**config.mk**
```make
export PLATFORM = sky130hd
export DESIGN_NAME = gpr_operand_fetch_flat
export DESIGN_NICKNAME = d
export VERILOG_FILES = /design/src/rtl/gpr_operand_fetch_if.sv /design/src/rtl/gpr_operand_fetch.sv /design/src/flat_wrapper.sv
export SDC_FILE = /design/constraint.sdc
export NUM_CORES = 1
export LEC_CHECK = 0
export CORE_ASPECT_RATIO = 1.75
export CORE_MARGIN = 4
export CORE_UTILIZATION = 43
export DETAILED_ROUTE_END_ITERATION = 8
export GPL_TIMING_DRIVEN = 0
export PLACE_DENSITY_LB_ADDON = 0.15
export RECOVER_POWER = 100
export SLEW_MARGIN = 20
export SYNTH_ARGS = -nofsm -noshare
export SYNTH_HDL_FRONTEND = slang
export SYNTH_SLANG_ARGS = --single-unit
```
**constraint.sdc**
```tcl
create_clock -name clk -period 3.2 [get_ports clk]
set_clock_uncertainty 0.1 [all_clocks]
set_input_delay 0.64 -clock clk [delete_from_list [all_inputs] [get_ports clk]]
set_output_delay 0.64 -clock clk [all_outputs]
set_load 0.01 [all_outputs]
```
**src/rtl/gpr_operand_fetch_if.sv**
```systemverilog
// gpr_operand_fetch_if: issue, GPR read/write, writeback and operand-buffer signals
interface gpr_operand_fetch_if #(
   parameter int DATA_W = 16,
   parameter int NREGS  = 8
);
   localparam int ADDR_W = $clog2(NREGS);
   logic              issue_valid, issue_ready, issue_wr;
   logic [ADDR_W-1:0] issue_src1, issue_src2, issue_dest;
   logic [ADDR_W-1:0] read_addr_1, read_addr_2;
   logic [DATA_W-1:0] read_data_1, read_data_2;
   logic              wb_valid;
   logic [ADDR_W-1:0] wb_dest;
   logic [DATA_W-1:0] wb_data;
   logic              write_en;
   logic [ADDR_W-1:0] write_dest;
   logic [DATA_W-1:0] write_data;
   logic              op_valid, op_ready, op_wr;
   logic [DATA_W-1:0] op_a, op_b;
   logic [ADDR_W-1:0] op_dest;
   logic [15:0]       hazard_stalls;
   logic              wb_spurious;
   modport master (
      input  issue_valid, issue_src1, issue_src2, issue_dest, issue_wr,
             read_data_1, read_data_2, wb_valid, wb_dest, wb_data, op_ready,
      output issue_ready, read_addr_1, read_addr_2, write_en, write_dest, write_data,
             op_valid, op_a, op_b, op_dest, op_wr, hazard_stalls, wb_spurious
   );
   modport slave (
      output issue_valid, issue_src1, issue_src2, issue_dest, issue_wr,
             read_data_1, read_data_2, wb_valid, wb_dest, wb_data, op_ready,
      input  issue_ready, read_addr_1, read_addr_2, write_en, write_dest, write_data,
             op_valid, op_a, op_b, op_dest, op_wr, hazard_stalls, wb_spurious
   );
endinterface

```
**src/rtl/gpr_operand_fetch.sv**
```systemverilog
// gpr_operand_fetch: operand fetch with scoreboard hazard stall, writeback bypass and one-entry output buffer
module gpr_operand_fetch #(
   parameter int DATA_W = 16,
   parameter int NREGS  = 8
) (
   input logic clk,
   input logic rst,
   gpr_operand_fetch_if.master bus
);
   localparam int ADDR_W = $clog2(NREGS);
   typedef enum logic {EMPTY, FULL} state_t;
   state_t            r_state, w_state_nxt;
   logic [NREGS-1:0]  r_pending, w_set, w_clr;
   logic [DATA_W-1:0] r_op_a, r_op_b, w_a, w_b;
   logic [ADDR_W-1:0] r_op_dest;
   logic              r_op_wr, r_wb_spurious;
   logic [15:0]       r_stalls;
   logic              w_clr1, w_clr2, w_clrd, w_hazard, w_ready, w_accept;
   assign bus.read_addr_1   = bus.issue_src1;
   assign bus.read_addr_2   = bus.issue_src2;
   assign bus.write_en      = bus.wb_valid;
   assign bus.write_dest    = bus.wb_dest;
   assign bus.write_data    = bus.wb_data;
   assign bus.issue_ready   = w_ready;
   assign bus.op_valid      = r_state == FULL;
   assign bus.op_a          = r_op_a;
   assign bus.op_b          = r_op_b;
   assign bus.op_dest       = r_op_dest;
   assign bus.op_wr         = r_op_wr;
   assign bus.hazard_stalls = r_stalls;
   assign bus.wb_spurious   = r_wb_spurious;
   // A writeback arriving this cycle both clears its hazard and feeds the operand
   always_comb begin
      w_clr1 = bus.wb_valid && bus.wb_dest == bus.issue_src1;
      w_clr2 = bus.wb_valid && bus.wb_dest == bus.issue_src2;
      w_clrd = bus.wb_valid && bus.wb_dest == bus.issue_dest;
      w_hazard = (r_pending[bus.issue_src1] && !w_clr1) ||
                 (r_pending[bus.issue_src2] && !w_clr2) ||
                 (bus.issue_wr && r_pending[bus.issue_dest] && !w_clrd);
      w_ready = !rst && !w_hazard && (r_state == EMPTY || bus.op_ready);
      w_accept = bus.issue_valid && w_ready;
      w_clr = '0;
      w_clr[bus.wb_dest] = bus.wb_valid;
      w_set = '0;
      w_set[bus.issue_dest] = w_accept && bus.issue_wr;
      w_a = w_clr1 ? bus.wb_data : bus.read_data_1;
      w_b = w_clr2 ? bus.wb_data : bus.read_data_2;
      w_state_nxt = w_accept ? FULL : (bus.op_ready ? EMPTY : r_state);
   end
   always_ff @(posedge clk) begin
      if (rst) r_state <= EMPTY;
      else r_state <= w_state_nxt;
   end
   always_ff @(posedge clk) begin
      if (rst) begin
         r_pending     <= '0;
         r_op_a        <= '0;
         r_op_b        <= '0;
         r_op_dest     <= '0;
         r_op_wr       <= 1'b0;
         r_stalls      <= '0;
         r_wb_spurious <= 1'b0;
      end else begin
         r_pending <= (r_pending & ~w_clr) | w_set;
         if (w_accept) begin
            r_op_a    <= w_a;
            r_op_b    <= w_b;
            r_op_dest <= bus.issue_dest;
            r_op_wr   <= bus.issue_wr;
         end
         if (bus.issue_valid && w_hazard && r_stalls != 16'hFFFF) r_stalls <= r_stalls + 16'd1;
         r_wb_spurious <= bus.wb_valid && !r_pending[bus.wb_dest];
      end
   end
endmodule

```
**src/flat_wrapper.sv**
```systemverilog
// flat-port wrapper written by rule: the top's interface ports become plain ports
module gpr_operand_fetch_flat 
#(
   parameter int DATA_W = 16,
   parameter int NREGS  = 8
)
  (clk, rst, bus_issue_valid, bus_issue_src1, bus_issue_src2, bus_issue_dest, bus_issue_wr, bus_read_data_1, bus_read_data_2, bus_wb_valid, bus_wb_dest, bus_wb_data, bus_op_ready, bus_issue_ready, bus_read_addr_1, bus_read_addr_2, bus_write_en, bus_write_dest, bus_write_data, bus_op_valid, bus_op_a, bus_op_b, bus_op_dest, bus_op_wr, bus_hazard_stalls, bus_wb_spurious);
  gpr_operand_fetch_if #(.DATA_W(DATA_W), .NREGS(NREGS)) bus_i ();
  input logic clk;
  input logic rst;
  input wire logic [$bits(bus_i.issue_valid)-1:0] bus_issue_valid;
  input wire logic [$bits(bus_i.issue_src1)-1:0] bus_issue_src1;
  input wire logic [$bits(bus_i.issue_src2)-1:0] bus_issue_src2;
  input wire logic [$bits(bus_i.issue_dest)-1:0] bus_issue_dest;
  input wire logic [$bits(bus_i.issue_wr)-1:0] bus_issue_wr;
  input wire logic [$bits(bus_i.read_data_1)-1:0] bus_read_data_1;
  input wire logic [$bits(bus_i.read_data_2)-1:0] bus_read_data_2;
  input wire logic [$bits(bus_i.wb_valid)-1:0] bus_wb_valid;
  input wire logic [$bits(bus_i.wb_dest)-1:0] bus_wb_dest;
  input wire logic [$bits(bus_i.wb_data)-1:0] bus_wb_data;
  input wire logic [$bits(bus_i.op_ready)-1:0] bus_op_ready;
  output wire logic [$bits(bus_i.issue_ready)-1:0] bus_issue_ready;
  output wire logic [$bits(bus_i.read_addr_1)-1:0] bus_read_addr_1;
  output wire logic [$bits(bus_i.read_addr_2)-1:0] bus_read_addr_2;
  output wire logic [$bits(bus_i.write_en)-1:0] bus_write_en;
  output wire logic [$bits(bus_i.write_dest)-1:0] bus_write_dest;
  output wire logic [$bits(bus_i.write_data)-1:0] bus_write_data;
  output wire logic [$bits(bus_i.op_valid)-1:0] bus_op_valid;
  output wire logic [$bits(bus_i.op_a)-1:0] bus_op_a;
  output wire logic [$bits(bus_i.op_b)-1:0] bus_op_b;
  output wire logic [$bits(bus_i.op_dest)-1:0] bus_op_dest;
  output wire logic [$bits(bus_i.op_wr)-1:0] bus_op_wr;
  output wire logic [$bits(bus_i.hazard_stalls)-1:0] bus_hazard_stalls;
  output wire logic [$bits(bus_i.wb_spurious)-1:0] bus_wb_spurious;
  assign bus_i.issue_valid = bus_issue_valid;
  assign bus_i.issue_src1 = bus_issue_src1;
  assign bus_i.issue_src2 = bus_issue_src2;
  assign bus_i.issue_dest = bus_issue_dest;
  assign bus_i.issue_wr = bus_issue_wr;
  assign bus_i.read_data_1 = bus_read_data_1;
  assign bus_i.read_data_2 = bus_read_data_2;
  assign bus_i.wb_valid = bus_wb_valid;
  assign bus_i.wb_dest = bus_wb_dest;
  assign bus_i.wb_data = bus_wb_data;
  assign bus_i.op_ready = bus_op_ready;
  assign bus_issue_ready = bus_i.issue_ready;
  assign bus_read_addr_1 = bus_i.read_addr_1;
  assign bus_read_addr_2 = bus_i.read_addr_2;
  assign bus_write_en = bus_i.write_en;
  assign bus_write_dest = bus_i.write_dest;
  assign bus_write_data = bus_i.write_data;
  assign bus_op_valid = bus_i.op_valid;
  assign bus_op_a = bus_i.op_a;
  assign bus_op_b = bus_i.op_b;
  assign bus_op_dest = bus_i.op_dest;
  assign bus_op_wr = bus_i.op_wr;
  assign bus_hazard_stalls = bus_i.hazard_stalls;
  assign bus_wb_spurious = bus_i.wb_spurious;
  gpr_operand_fetch #(.DATA_W(DATA_W), .NREGS(NREGS)) u_core (.clk(clk), .rst(rst), .bus(bus_i));
endmodule
```
==> results.toml <==
[run_status]
status = "completed"

[detailed_routing]
wire_length_per_cell_microns = 17.2
route.antenna.remaining_nets = 0
wl_microns = 10700
detailroute.via_count = 3454
detailedRoute.firstIterationViolations = 210
drt_pass1_iterations = 4
route.detailed.vias_per_inst = 5.54
drt_drc_violations_left = 0

[min_path]
hold_crit_depth = 2
hold_path.class = "register to register"
holdCritStartpoint = "u_core.bus.op_wr"

[finish]
post_route_cells_drive_above_1_share_pct = 15.1
antenna_cells_inserted = 0
finish.net_count = 597
final_cell_area_sq_um = 5330
final_layout_fill_cell_count = 589
area_delta_synth_final_pct = 56.9

[setup_path]
worst_setup_start_kind = "primary input"
cp_max_fo = 10
setup.worst_path.start = "bus_issue_dest[0]"
r2r_start = "u_core.r_pending[3]"
reg2regPathDepth = 8
arrival_time_of_data_at_the_critical_path_endpoint_ps = 2370
crit_type = "primary input to output port"
timing.critical_path.required_ps = 2460
setup.worst_path.end_class = "output port"

[flow_run]
maximum_capacitance_violations = 0

[synthesis]
ys_seq_area_share_pct = 36.5
synth_commonest_cells = "62 x sky130_fd_sc_hd__dfxtp_1, 47 x sky130_fd_sc_hd__nor2_1, 42 x sky130_fd_sc_hd__mux2i_1"
synth-async-reset-ratio_pct = 0
post-synth-top-count-cell = "sky130_fd_sc_hd__dfxtp_1"
yosys_warnings = 0
synth.cell_area_sq_um = 3400
yosys.cell_types.count = 44
synthDominantCellAreaShare_pct = 36.5
synth_ff_type = "sky130_fd_sc_hd__dfxtp_1"
postSynthNetCount = 440
postSynthCellCount = 373
synthesized_area_divided_by_synthesized_cell_count_sq_um = 9.11
post_synth_main_area_contributors = "sky130_fd_sc_hd__dfxtp_1 37%, sky130_fd_sc_hd__mux2i_1 12%, sky130_fd_sc_hd__a211oi_1 7.1%, sky130_fd_sc_hd__buf_4 6.4%, sky130_fd_sc_hd__nor2_1 5.2%"
synth.largest_area_cell = "sky130_fd_sc_hd__dfxtp_1"
postSynthRegisterBits = 62
synth-edff-count = 0

[power_and_ir_drop]
worst_ir_drop_vdd_mv = 0.426
power.density_cell_area_nw_per_um2 = 430
static-leakage-power_nw = 2.32
report.power.total_mw = 2.30

[cts]
post_cts_hold_buffer_count = 0
later_pin_clock_latency_in_the_skew_report_ps = 330
cts.clk_slew.worst_paths_ps = 50
cts_buffers = 9
clock_path_buffers = 2
tritoncts = "done"
cts-htree-levels = 3
cts_root_buffer = "sky130_fd_sc_hd__clkbuf_16"
cts.sinks = 62

[timing]
minimum_clock_period_ps = 3110
max_freq_mhz = 322
setup_violations = 0
slew_headroom_pct = 45.8
worst_pin_slew_ps = 814
grt_setup_unrepaired = "no"
finalCritPeriodShare_pct = 97.1
final-max-slew-violation-count = 0
fin_hold_ws_ps = 370
hold_violations = 0
totalNegativeSetupSlack_ps = 0
final.setup.worst_slack_ps = 92.8

[place]
dp_slack_ps = -733
io_buffers = 143
placedInstanceArea_sq_um = 4940
dpl.hpwl_microns = 8080
globalplace.congestion = 0.897

[global_routing]
first_global_vias = 3474
overflow_left_after_global_routing = 0
grt_first_pass_wirelength_microns = 16800
grt_max_degree = 11
grt_usage_pct = 22.9
grt_antenna_before_repair = 0

[die]
std_cell_rows = 42
core-area_sq_um = 7620
num_io_pins = 147
start_util_pct = 44.6
die_w_microns = 75.2
die_boundary_height_microns = 126
total_die_area_sq_um = 9450
-- final cells by class --
class	count	area, sq um	share of cell area [%]
clock inverter	4	70.1	1.31
inverter	3	11.3	0.211
clock buffer	12	246	4.62
sequential	62	1240	23.3
buffer	52	314	5.89
timing repair buffer	146	1440	26.9
tap	88	110	2.07
multi-input combinational	256	1900	35.7
-- per-stage QoR --
stage	cells	utilization, %
2_1_floorplan	373	-
5_1_grt	623	70.0
3_5_place_dp	604	64.8
4_1_cts	621	69.8
3_3_place_gp	604	64.8
6_report	623	70.0
-- repair_timing --
action	4_1_cts	5_1_grt
gates cloned	0	0
endpoints found under the setup margin	1	1
pin swaps	2	2
resized for setup	16	8
setup buffers	1	2
-- registers in the layout, indices dropped and copies added, names as in the netlist --
| signal | count |
|---|---|
| u_core.bus.hazard_stalls | 16 |
| u_core.bus.op_a | 16 |
| u_core.bus.op_b | 16 |
| u_core.bus.op_dest | 3 |
| u_core.bus.op_valid | 1 |
| u_core.bus.op_wr | 1 |
| u_core.bus.wb_spurious | 1 |
| u_core.r_pending | 8 |
-- path summary, 6_finish.rpt --
kind	endpoint	slack [ps]
hold reg to reg	u_core.bus.op_wr	370
setup / recovery	bus_issue_ready	90
hold / removal	u_core.bus.op_wr	370
setup reg to reg	u_core.r_pending[4]	560
-- metal layers --
metal,part of all wire [%],GRT usage [%],wire (microns),up-vias
met5,0,0,0,-
met4,2.7,10.4,286,0
met3,9.8,7.23,1050,25
met2,53,40.9,5620,180
met1,35,23.3,3740,1576
li1,-,-,-,1673
-- layout by cell type, fill, tap and decap left out, types with 5 or more instances in the layout --
master	synthesis	final
sky130_fd_sc_hd__nand2_1	14	13
sky130_fd_sc_hd__clkbuf_16	0	9
sky130_fd_sc_hd__dfxtp_1	62	62
sky130_fd_sc_hd__o21ai_0	8	10
sky130_fd_sc_hd__o211ai_1	7	7
sky130_fd_sc_hd__clkdlybuf4s50_1	0	59
sky130_fd_sc_hd__buf_2	9	7
sky130_fd_sc_hd__nor2_1	47	47
sky130_fd_sc_hd__dlygate4sd3_1	0	77
sky130_fd_sc_hd__o31ai_1	6	6
sky130_fd_sc_hd__nand2b_1	5	5
sky130_fd_sc_hd__mux2_2	5	5
sky130_fd_sc_hd__nor2b_1	7	7
sky130_fd_sc_hd__mux2i_1	42	42
sky130_fd_sc_hd__clkbuf_1	14	18
sky130_fd_sc_hd__clkbuf_2	0	5
sky130_fd_sc_hd__nand4_1	8	8
sky130_fd_sc_hd__a21oi_1	9	9
sky130_fd_sc_hd__xnor2_1	9	5
sky130_fd_sc_hd__nand3_1	5	5
sky130_fd_sc_hd__nor3_1	5	5
sky130_fd_sc_hd__buf_4	29	28
sky130_fd_sc_hd__a211oi_1	32	32
-- critical path: stages --
cell	delay, ps
sky130_fd_sc_hd__clkdlybuf4s50_1	550
sky130_fd_sc_hd__buf_6	170
sky130_fd_sc_hd__nor2_1	60
sky130_fd_sc_hd__a22oi_2	130
sky130_fd_sc_hd__nor2_1	80
sky130_fd_sc_hd__o311a_4	410
sky130_fd_sc_hd__nor4_4	140
sky130_fd_sc_hd__clkbuf_2	180
-- power by group --
part	switching (mW)	internal, mW
registers	0.0176	0.807
logic	0.204	0.229
clock network	0.338	0.700
total	0.560	1.74
-- cells by family after synthesis --
group,after synthesis,synth area share [%]
mux,51,16.7
compound gates,81,16.9
simple gates,113,17.4
xor+xnor,10,2.58
flops,62,36.5
buf+inv,55,9.61
fa+ha+maj,1,0.368
Note: power is estimated with default switching activity, not from simulation.
